<file path="src/rtl/serial_deframer_pkg.sv">
// serial_deframer_pkg: line-coding constants and deframer state encoding shared by the
// serial transmitter and receiver.
package serial_deframer_pkg;

    localparam logic [7:0] COMMA_DEF      = 8'hBC;
    localparam int unsigned LOCK_COUNT_DEF = 4;

    typedef enum logic [1:0] {
        ST_UNLOCKED = 2'd0,
        ST_SYNC     = 2'd1,
        ST_LOCKED   = 2'd2
    } state_t;

endpackage

</file>
<file path="src/rtl/serial_deframer.sv">
// serial_deframer: finds byte alignment in an MSB-first bit stream from repeated COMMA
// characters, then reports each aligned byte with a one-cycle strobe.
module serial_deframer
    import serial_deframer_pkg::*;
#(
    parameter logic [7:0]  COMMA      = COMMA_DEF,
    parameter int unsigned LOCK_COUNT = LOCK_COUNT_DEF
) (
    input  logic       clk_8f,
    input  logic       reset_L,
    input  logic       in,
    output logic [7:0] data_out,
    output logic       valid_out,
    output logic       byte_strobe,
    output logic       locked
);

    localparam logic [3:0] LOCK_N = 4'(LOCK_COUNT);

    state_t     state_q, state_d;
    logic [7:0] sr_q, sr_d;
    logic [2:0] cnt_q, cnt_d;
    logic [3:0] ccnt_q, ccnt_d;
    logic [7:0] data_q, data_d;
    logic       valid_q, valid_d;
    logic       strobe_q, strobe_d;
    logic       locked_q, locked_d;
    logic [7:0] word;
    logic       is_comma;
    logic [3:0] ccnt_inc;

    always_comb begin
        word     = {sr_q[6:0], in};
        is_comma = (word == COMMA);
        ccnt_inc = ccnt_q + 4'd1;
        sr_d     = word;
        state_d  = state_q;
        cnt_d    = cnt_q;
        ccnt_d   = ccnt_q;
        data_d   = data_q;
        valid_d  = valid_q;
        strobe_d = 1'b0;
        case (state_q)
            ST_UNLOCKED: begin
                cnt_d  = 3'd0;
                ccnt_d = is_comma ? 4'd1 : 4'd0;
                if (is_comma)
                    state_d = (LOCK_N == 4'd1) ? ST_LOCKED : ST_SYNC;
            end
            ST_SYNC: begin
                cnt_d = cnt_q + 3'd1;
                // Only commas landing exactly on the tentative boundary count toward lock.
                if (cnt_q == 3'd7) begin
                    if (is_comma) begin
                        ccnt_d  = ccnt_inc;
                        state_d = (ccnt_inc == LOCK_N) ? ST_LOCKED : ST_SYNC;
                    end else begin
                        state_d = ST_UNLOCKED;
                        ccnt_d  = 4'd0;
                        cnt_d   = 3'd0;
                    end
                end
            end
            ST_LOCKED: begin
                cnt_d = cnt_q + 3'd1;
                if (cnt_q == 3'd7) begin
                    data_d   = word;
                    valid_d  = ~is_comma;
                    strobe_d = 1'b1;
                end
            end
            default: state_d = ST_UNLOCKED;
        endcase
        locked_d = (state_d == ST_LOCKED);
    end

    always_ff @(posedge clk_8f or negedge reset_L) begin
        if (!reset_L) begin
            state_q  <= ST_UNLOCKED;
            sr_q     <= 8'h00;
            cnt_q    <= 3'd0;
            ccnt_q   <= 4'd0;
            data_q   <= 8'h00;
            valid_q  <= 1'b0;
            strobe_q <= 1'b0;
            locked_q <= 1'b0;
        end else begin
            state_q  <= state_d;
            sr_q     <= sr_d;
            cnt_q    <= cnt_d;
            ccnt_q   <= ccnt_d;
            data_q   <= data_d;
            valid_q  <= valid_d;
            strobe_q <= strobe_d;
            locked_q <= locked_d;
        end
    end

    assign data_out    = data_q;
    assign valid_out   = valid_q;
    assign byte_strobe = strobe_q;
    assign locked      = locked_q;

endmodule

</file>
<file path="config.mk">
export PLATFORM = sky130hd
export DESIGN_NAME = serial_deframer
export DESIGN_NICKNAME = d
export VERILOG_FILES = /design/src/rtl/serial_deframer_pkg.sv /design/src/rtl/serial_deframer.sv
export SDC_FILE = /design/constraint.sdc
export NUM_CORES = 1
export LEC_CHECK = 0
export ABC_CLOCK_PERIOD_IN_PS = 2550
export CORE_MARGIN = 5
export CORE_UTILIZATION = 54
export CTS_CLUSTER_DIAMETER = 50
export DETAILED_ROUTE_END_ITERATION = 16
export PLACE_DENSITY = 0.79
export SLEW_MARGIN = 20
export SYNTH_ARGS = -nofsm -noshare
export SYNTH_HDL_FRONTEND = slang
export SYNTH_SLANG_ARGS = --single-unit
</file>
<file path="constraint.sdc">
create_clock -name clk_8f -period 2.55 [get_ports clk_8f]
set_clock_uncertainty 0.05 [all_clocks]
set_input_delay 0.51 -clock clk_8f [delete_from_list [all_inputs] [get_ports clk_8f]]
set_output_delay 0.51 -clock clk_8f [all_outputs]
set_load 0.005 [all_outputs]
</file>
# == Word-level counts from Yosys, hierarchy flattened ==
# Index checks and enable logic that the tools add are counted.
# word_totals
register_bits,27
out_inout_bits,11
elab_cells,37
# op_classes
n_addsub,2
eq_ne,7
mux,14
bitwise_logic,1
n_reduce_logical,5
# op_table
op,n
$pmux W3 S3,1
$eq A8 B8 Y1 const B,1
$mux W2,4
$mux W4,2
$pmux W4 S2,1
$mux W3,2
$pmux W2 S3,1
$add A4 B1 Y4 const B,1
$eq A2 B2 Y1 const B,2
$eq A4 B3 Y1 const B,1
$reduce_and A2 Y1,2
$add A3 B1 Y3 const B,1
$eq A3 B3 Y1 const B,1
$mux W1,3
$reduce_bool A3 Y1,1
$eq A2 B1 Y1 const B,1
$logic_not A2 Y1,1
$ne A2 B2 Y1 const B,1
$reduce_bool A2 Y1,1
$not A1 Y1,1

# == Depth between registers and ports, before layout ==
# depth
depth_word,7
ltp_mapped,6
depth_no_buf,6

# == Least setup slack after synthesis ==
# No wires, ideal clock.
# synth_timing
kind,register to register
from,reg cnt_q[0]
to,reg state_q[0]
setup_ps,119
arrival_time_ps,1634
required_ps,2381
setup_slack_ps,747
path_stages_with_launch,7
synth_period_minus_slack_ps,1803
path_cell_list,dfrtp_1 -> ha_1 -> ha_1 -> and2_1 -> and3_4 -> a221o_1 -> and2_1
# synth_between
elab_chain_len,3
# synth_lines
element,line_no,rtl
"start, declared",serial_deframer.sv:22,"logic [2:0] cnt_q, cnt_d;"
"start signal, assigned",serial_deframer.sv:90,cnt_q <= cnt_d;
$eq A3 B3 Y1,serial_deframer.sv:53,if (cnt_q == 3'd7) begin
$mux W2,serial_deframer.sv:53,
$pmux W2 S3,serial_deframer.sv:43,case (state_q)
named net state_d[0],serial_deframer.sv:20,"state_t state_q, state_d;"
"end signal, assigned",serial_deframer.sv:88,state_q <= state_d;
"end, declared",serial_deframer.sv:20,
# The timed path passes the listed nets, and every way through them passes these cells.
# A chain may end at the register's enable or synchronous reset.

# == Worst setup path after layout ==
# Same ends and word-level chain as after synthesis.

==> flow_metrics.env <==
export IMPL_clk_pin_slew_ns=0.14
export IMPL_arrival_ns=2.10
export IMPL_synth_edf_count=0
export IMPL_dieArea_mm2=0.00341
export IMPL_diodes=0
export IMPL_drtPass1Iterations=4
export IMPL_r2r_end="state_q[0]$_DFF_PN0_"
export IMPL_clock_latency_ns=0.32
export IMPL_grt_first_pass_wirelength_um=3860
export IMPL_dp_hpwl_um=1660
export IMPL_drc_errors=0
export IMPL_synth_flop_cell="dfrtp_1"
export IMPL_vias=830
export IMPL_drtAntennaViolNets=0
export IMPL_fmax_mhz=519
export IMPL_syn_avg_cell_area_um2=12.4
export IMPL_ctsHoldBuffers=0
export IMPL_slew_violations=0
export IMPL_rsz0062_at_grt="no"
export IMPL_syn_nets=116
export IMPL_initial_utilization_pct=56.6
export IMPL_worstPathMaxFanout=5
export IMPL_dieHeight_um=58.4
export IMPL_ys_seq_elements=27
export IMPL_area_delta_synth_final_pct=15.4
export IMPL_drt_first_iter_violations=13
export IMPL_finalNetCount=134
export IMPL_routed_wl_um=2210
export IMPL_core_mm2=0.00223
export IMPL_status="completed"
export IMPL_grtUsageTotal_pct=14.7
export IMPL_synth_warning_count=0
export IMPL_overflow=0
export IMPL_seq_area_frac_synth_pct=53.4
export IMPL_fin_cells=147
export IMPL_min_path_cells=0
export IMPL_port_buffers=13
export IMPL_finalSetupTns_ns=0
export IMPL_maxCapViolCount=0
export IMPL_wl_met3_um=78
export IMPL_startpoint_type="register"
export IMPL_cts_resized=0
export IMPL_vias_per_cell=5.65
export IMPL_dr_wl_met2_um=1100
export IMPL_post_cts_repair_setup_buffers=0
export IMPL_hold_path_class="register to register"
export IMPL_worst_slew_pin_transition_ns=0.434
export IMPL_async_reset_ff_share_pct=100
export IMPL_syn_inst=102
export IMPL_power_density_mw_per_mm2=472
export IMPL_hold_viol=0
export IMPL_gp_congestion=0.828
export IMPL_crit_required_ns=2.73
export IMPL_grt_max_degree=28
export IMPL_peakVddDrop_mv=0.359
export IMPL_min_delay_start="sr_q[5]$_DFF_PN0_"
export IMPL_cp_end_kind="register"
export IMPL_clock_sinks=27
export IMPL_chipWidth_um=58.4
export IMPL_fp_row_count=17
export IMPL_finalCritPeriodShare_pct=75.5
export IMPL_cts_buffers_inserted=3
export IMPL_slew_headroom_pct=71.0
export IMPL_clockBufferDepth=2
export IMPL_cts_tree="yes"
export IMPL_min_period_ns=1.93
export IMPL_ios=14
export IMPL_crit_type="register to register"
export IMPL_syn_cell_area_mm2=0.00126
export IMPL_drive_above_1_share_pct=15.1
export IMPL_setup_violations=0
export IMPL_maxUsedRoutingLayer="met4"
export IMPL_antenna_found_initial=0
export IMPL_grt_pass1_vias=906
export IMPL_p_leak_nw=0.717
export IMPL_rr_worst_depth=6
export IMPL_wire_per_inst_um=15.0
export IMPL_htreeDepth=1
export IMPL_min_to="sr_q[6]$_DFF_PN0_"
export IMPL_synth_cell_types=37
export IMPL_wl_met1_um=1010
export IMPL_cts_root_buffer="clkbuf_4"
export IMPL_reg2reg_slack_ns=0.62
export IMPL_dp_cells=143
export IMPL_r2r_start="cnt_q[0]$_DFFE_PN0P_"
[cell families (layout without fill, tap and decap cells)]
group / after synthesis / after routing / share of synthesized area (%)
muxes: 8 / 8 / 7.12
xor gates and xnor gates: 1 / 1 / 0.693
and+or+nand+nor: 26 / 26 / 13.4
buffers and inverters: 7 / 24 / 2.18
AOI/OAI and AO/OA: 22 / 22 / 12.4
adders and majority gates: 11 / 11 / 10.9
DFF: 27 / 27 / 53.4
[registers in the layout, indices dropped and copies added, names as in the netlist]
register / cells
byte_strobe: 1
ccnt_q: 4
cnt_q: 3
data_out: 8
locked: 1
sr_q: 7
state_q: 2
valid_out: 1
[power by group]
part / internal [mW] / leakage [nW] / switching, mW
combinational: 0.0250 / 0.346 / 0.0334
clock: 0.0588 / 0.0177 / 0.125
sequential: 0.437 / 0.353 / 0.0100
[cells in the mapped netlist, drive strengths merged, types with 2 or more instances]
cell   number  area share [%]
dfrtp      27              53
ha         11              11
nand2       9             2.7
mux2        8             7.1
inv         6             1.8
o21ai       4             1.6
o31ai       3             1.8
a21o        2             1.2
a21oi       2            0.79
a22o        2             1.4
and2        2            0.99
nand3       2             1.2
[how the worst max path moves through the flow]
stage / to / startpoint
after global routing: state_q[0]$_DFF_PN0_ / cnt_q[0]$_DFFE_PN0P_
after floorplan: state_q[0]$_DFF_PN0_ / cnt_q[0]$_DFFE_PN0P_
final: state_q[0]$_DFF_PN0_ / cnt_q[0]$_DFFE_PN0P_
after CTS: state_q[0]$_DFF_PN0_ / cnt_q[0]$_DFFE_PN0P_
after detailed placement: state_q[0]$_DFF_PN0_ / in
after global placement: state_q[0]$_DFF_PN0_ / in
[stage by stage]
stage	util, %	setup slack [ns]	total power, mW	hold WS, ns	cell area (µm²)
2_1_floorplan	-	0.747	0.489	0.164	1260
3_3_place_gp	64.1	0.473	0.511	0.332	1430
3_5_place_dp	64.1	0.410	0.513	0.361	1430
4_1_cts	65.4	0.617	0.689	0.393	1460
5_1_grt	65.4	0.542	0.715	0.416	1460
6_report	65.4	0.624	0.689	0.396	1460
[critical path, cell delays in order, from the launching register on]
cell,delay [ns]
dfrtp_1,0.43
ha_1,0.24
ha_1,0.26
and2_1,0.20
and3_4,0.18
a221o_1,0.32
and2_1,0.16
[cell usage in the layout, fill, tap and decap left out, types with 2 or more instances in the layout]
master | netlist | final
ha_1 | 11 | 11
a21oi_1 | 2 | 2
inv_1 | 6 | 6
clkdlybuf4s50_1 | 0 | 13
dfrtp_1 | 27 | 27
nand2_1 | 9 | 9
mux2_2 | 8 | 8
and2_1 | 2 | 2
a21o_1 | 2 | 2
clkbuf_4 | 0 | 3
o31ai_1 | 3 | 3
o21ai_0 | 4 | 4
a22o_1 | 2 | 2
[cell type report]
class	instances	area, µm²
Clock buffer	3	22.5
Clock inverter	1	5.00
Sequential cell	27	676
Inverter	6	22.5
Multi-Input combinational cell	68	562
Timing Repair Buffer	14	138
Tap cell	28	35.0
Fill cell	174	773
[routing by layer]
layer  track usage [%]  up-vias
met5                 0        -
met2              25.0       21
met3              2.63        4
met1              17.8      406
li1                  -      399
met4              7.28        0
Note: power is estimated with default switching activity, not from simulation.
==> RTL edit 1, RTL diff (same settings) <==
Register the output `valid_out` once more, without a reset; this adds one clock of latency there. The other outputs are not delayed to match.
--- a/src/rtl/serial_deframer.sv
+++ b/src/rtl/serial_deframer.sv
@@ -97,7 +97,9 @@
     end
 
     assign data_out    = data_q;
-    assign valid_out   = valid_q;
+    always_ff @(posedge clk_8f) begin
+        valid_out <= valid_q;
+    end
     assign byte_strobe = strobe_q;
     assign locked      = locked_q;
 
Formal check against the unedited RTL: same outputs for any inputs over 10 cycles, from zero or initial values and one cycle with reset_L low; that may be too few to reach the edited logic, so the function may still have changed.
==> RTL edit 1 against the unedited design <==
  * Setup slack gained 16 ps
  * Combinational power grew 3%
  * Utilization increased by 2.0 points
  * Power rose by 18%
  * Fmax grew 0.82%
  * Synthesized area grew 1.6%
  * Sequential cell count grew 1
  * Final area is 3.1% higher
  * Routed wire length shrank 8.0%
  * Critical path type unchanged
  * Sequential share of layout area decreased by 0.055 points
  * Highest routed layer unchanged
==> RTL edit 1: results (changes against the unedited design) <==
cts_root_buffer: "clkbuf_4"
synth_nets: 117  # +0.86%
n_fill_cell: 162  # -6.9%
largest_reg_flops: 8  # unchanged
antenna_found_initial: 0  # unchanged
place.gp.congestion: 0.8108  # -2.1%
ctsResizeCount: 0  # unchanged
grt-ovfl-total: 0  # unchanged
diodes: 0  # unchanged
drt-pass1-iter-count: 4  # unchanged
drtIter0Drc: 12  # -1
grt_use_total: 0.1342  # -0.01303
postCtsSetupRepairBufs: 0  # unchanged
synth_common_cells: "dfrtp_1 (27), ha_1 (11), nand2_1 (9), mux2_2 (8), inv_1 (6)"
outcome: "finished, final reports clean"
ys_seq_area_frac: 0.5414  # +0.007258
critical-path-top-delay-family: "simple AND/OR/NAND/NOR gates"
clkTransAtPathRegs_ps: 150
async_flop_share: 0.9643  # -0.03571
numCtsBuffers: 3  # unchanged
syn_area_per_cell_um2: 12.48  # +0.60%
tightest_slew_ps: 421.9  # -12.52 ps
clockBufferDepth: 2  # unchanged
post-route-period-util: 0.7493  # -0.006140
fin_nets: 135  # +0.75%
cp_data_arrival_time_ps: 2100  # about the same
htree_levels: 1  # unchanged
grt_max_degree: 28  # unchanged
p_leak_nw: 0.7351  # +2.6%
cp_slowest_cell: "dfrtp_1"
layout.cells.non_filler: 148  # +0.68%
viasPerCell: 5.534  # -2.0%
hpwl_mm: 1.518  # -8.4%
yosysWarnings: 0  # unchanged
synthTopCellsByArea: "dfrtp_1 (53%), ha_1 (11%), mux2_2 (7.0%)"
port_buffers: 13  # unchanged
grt_pass1_vias: 801  # -12%
hold_class: "flip-flop to flip-flop"
avgRoutedWirePerCell_um: 13.75  # -8.6%
reg2reg_depth: 6  # unchanged
hold_depth: 0  # unchanged
ys_types: 38  # +2.7%
grt_pass1_wl_mm: 3.663  # -5.0%
ir_worst_vdd_uv: 536.6  # +49%
critical-path-max-stage-delay_ps: 430  # about the same
clkLatencyLatePin_ps: 330
crit_fanout: 5  # unchanged
final_layout_size_suffix_gt1_frac: 0.1500  # -0.001261
## RTL edit 1: cell type report
cell class,instances,share of cell area
clock buffer,3,0.01496
clock inverter,1,0.01995
inverter,6,0.01496
multi-input combinational,68,0.3732
sequential,28,0.4622
tap,28,0.02328
timing repair buffer,14,0.09144
## RTL edit 1: cell families (layout without fill, tap and decap cells)
group	Yosys count	count (layout)	share of synthesized area
simple gates	26	26	0.1315
fa+ha+maj	11	11	0.1071
xor+xnor	1	1	0.006817
compound gates	22	22	0.1217
buf+inv	7	24	0.02142
mux	8	8	0.07011
flops	28	28	0.5414
## RTL edit 1: stage by stage
stage	instance area [µm²]	total power, mW	setup WS, ps	hold WS, ps
after floorplan	1285	0.5048	747.3	164.4
after global placement	1453	0.5274	468.4	304.0
after detailed placement	1453	0.5303	429.9	317.1
after CTS	1505	0.8157	615.7	348.4
after global routing	1505	0.8498	550.0	361.9
final	1505	0.8131	639.2	354.1
## RTL edit 1: layer usage
layer,up-vias,share of wire,track usage
met4,0,0.0049,0.02913
met2,10,0.46,0.1987
met5,-,0,0
li1,407,-,-
met3,2,0.022,0.01974
met1,400,0.51,0.2073
## RTL edit 1: path summary, 6_finish.rpt
check                      startpoint          to  slack [ps]
hold / removal                valid_q   valid_out         350
hold reg to reg               valid_q   valid_out         350
setup / recovery             cnt_q[0]  state_q[0]         640
max in group asynchronous     reset_L    cnt_q[1]        1730
min in group asynchronous     reset_L   ccnt_q[3]         470
setup reg to reg             cnt_q[0]  state_q[0]         640
## RTL edit 1: report_power, final
group          switching, mW  internal (mW)
logic                 0.0347         0.0253
clock network          0.132          0.159
registers            0.00921          0.453
==> RTL edit 2, RTL diff (same flow settings) <==
Without the edit above. `sr_q` and `data_q` no longer have a reset.
--- a/src/rtl/serial_deframer.sv
+++ b/src/rtl/serial_deframer.sv
@@ -77,23 +77,24 @@
     always_ff @(posedge clk_8f or negedge reset_L) begin
         if (!reset_L) begin
             state_q  <= ST_UNLOCKED;
-            sr_q     <= 8'h00;
             cnt_q    <= 3'd0;
             ccnt_q   <= 4'd0;
-            data_q   <= 8'h00;
             valid_q  <= 1'b0;
             strobe_q <= 1'b0;
             locked_q <= 1'b0;
         end else begin
             state_q  <= state_d;
-            sr_q     <= sr_d;
             cnt_q    <= cnt_d;
             ccnt_q   <= ccnt_d;
-            data_q   <= data_d;
             valid_q  <= valid_d;
             strobe_q <= strobe_d;
             locked_q <= locked_d;
         end
+    end
+
+    always_ff @(posedge clk_8f) begin
+        sr_q   <= sr_d;
+        data_q <= data_d;
     end
 
     assign data_out    = data_q;
Function: same outputs for any inputs over 10 cycles, from zero or initial values and one cycle with reset_L low; that may be too few to reach the edited logic, so the function may still have changed.
==> RTL edit 2 against the unedited design <==
  * Power rose by 6.0%
  * Synthesized area fell by 7.4%
  * Critical path depth did not move
  * Routed wire length fell by 15%
  * Largest power group unchanged
  * Global-route usage fell by 2.0 points
  * Sequential share of layout area rose by 3.6 points
  * Sequential cell count did not move
  * Synthesized cell count fell by 9.8%
  * Setup slack got worse by 8.9 ps
  * Final area fell by 6.5%
==> RTL edit 2: results (changes against the unedited design) <==
outcome: "finished, final reports clean"
use_met1: 0.1637  # -0.01463
drtIter0Drc: 5  # -8
synth-xor-area-share: 0.007479  # +0.0005548
grt_pass1_vias: 694  # -23%
grt_pass1_wl_mm: 3.180  # -18%
synth_edf_count: 8  # +8
synth_mux_area_frac: 0  # -0.07122
synth_compound_area_frac: 0.1335  # +0.009907
largest_reg_flops: 8  # unchanged
grt_use_met3: 0.02982  # +0.003501
cp_slowest_cell: "dfrtp_1"
diodes: 0  # unchanged
n_fill_cell: 153  # -12%
worst-setup-path-type: "flip-flop to flip-flop"
wl_met1_um: 856  # -15%
tightest_slew_ps: 528.6  # +94.27 ps
synthFlopType: "dfrtp_1"
met2WireLength_um: 893  # -19%
async_flop_share: 0.4444  # -0.5556
grt_max_degree: 17  # -39%
synthTopCellsByArea: "dfrtp_1 (26%), edfxtp_1 (21%), dfxtp_1 (12%)"
dp_slack_ps: 432.4  # +22.15 ps
layout.cells.non_filler: 136  # -7.5%
clockBufferDepth: 2  # unchanged
critical-path-max-stage-delay_ps: 420
ys_seq_area_frac: 0.5812  # +0.04707
synth_common_cells: "dfrtp_1 (12), ha_1 (11), edfxtp_1 (8), dfxtp_1 (7), nand2_1 (7)"
synth_nets: 106  # -8.6%
placed_cells: 132  # -7.7%
met2_usage: 0.1914  # -0.05898
final_layout_size_suffix_gt1_frac: 0.06422  # -0.08704
worst_slack_ps: 614.6  # -8.924 ps
viasPerCell: 5.449  # -3.5%
dpl_cell_area_um2: 1335  # -6.8%
ys_types: 38  # +2.7%
highest_layer: "met4"
cp_data_arrival_time_ps: 2120  # +20 ps
worstSetupEndpoint: "state_q[0]"
port_buffers: 13  # unchanged
drt-pass1-iter-count: 4  # unchanged
hpwl_mm: 1.410  # -15%
ir_worst_vdd_uv: 382.9  # +6.6%
grt_use_total: 0.1276  # -0.01963
synthAdderAreaFrac: 0.1175  # +0.008718
wirelength_mm: 1.879  # -15%
place.gp.congestion: 0.8036  # -2.9%
reg2reg_depth: 6  # unchanged
crit_cells: 6  # unchanged
r2r-start: "cnt_q[0]"
hp-start: "sr_q[5]"
p_leak_nw: 0.5982  # -17%
whs_endpoint: "sr_q[6]"
fin_nets: 124  # -7.5%
fin_worst_hold_slack_ps: 333.5  # -62.12 ps
syn_inst: 92  # -9.8%
RTL edit 2: cell count changes after synthesis, moves of 2 or more:
cell | unedited run | this run
dfrtp_1 | 27 | 12
edfxtp_1 | 0 | 8
mux2_2 | 8 | 0
dfxtp_1 | 0 | 7
nand2_1 | 9 | 7
o21ai_0 | 4 | 2
RTL edit 2: power by group:
part	switching, mW	leakage, nW	internal (mW)	total [mW]
registers	0.0110	0.293	0.454	0.465
clock network	0.123	0.0139	0.0602	0.183
logic	0.0476	0.291	0.0347	0.0823
RTL edit 2: layout make-up:
cell class | count | area, µm² | share of cell area
Clock inverter | 1 | 7.507 | 0.005500
Clock buffer | 3 | 22.52 | 0.01650
Tap cell | 27 | 33.78 | 0.02475
Inverter | 5 | 18.77 | 0.01375
Multi-Input combinational cell | 60 | 471.7 | 0.3456
Timing Repair Buffer | 13 | 130.1 | 0.09533
Sequential cell | 27 | 680.7 | 0.4986
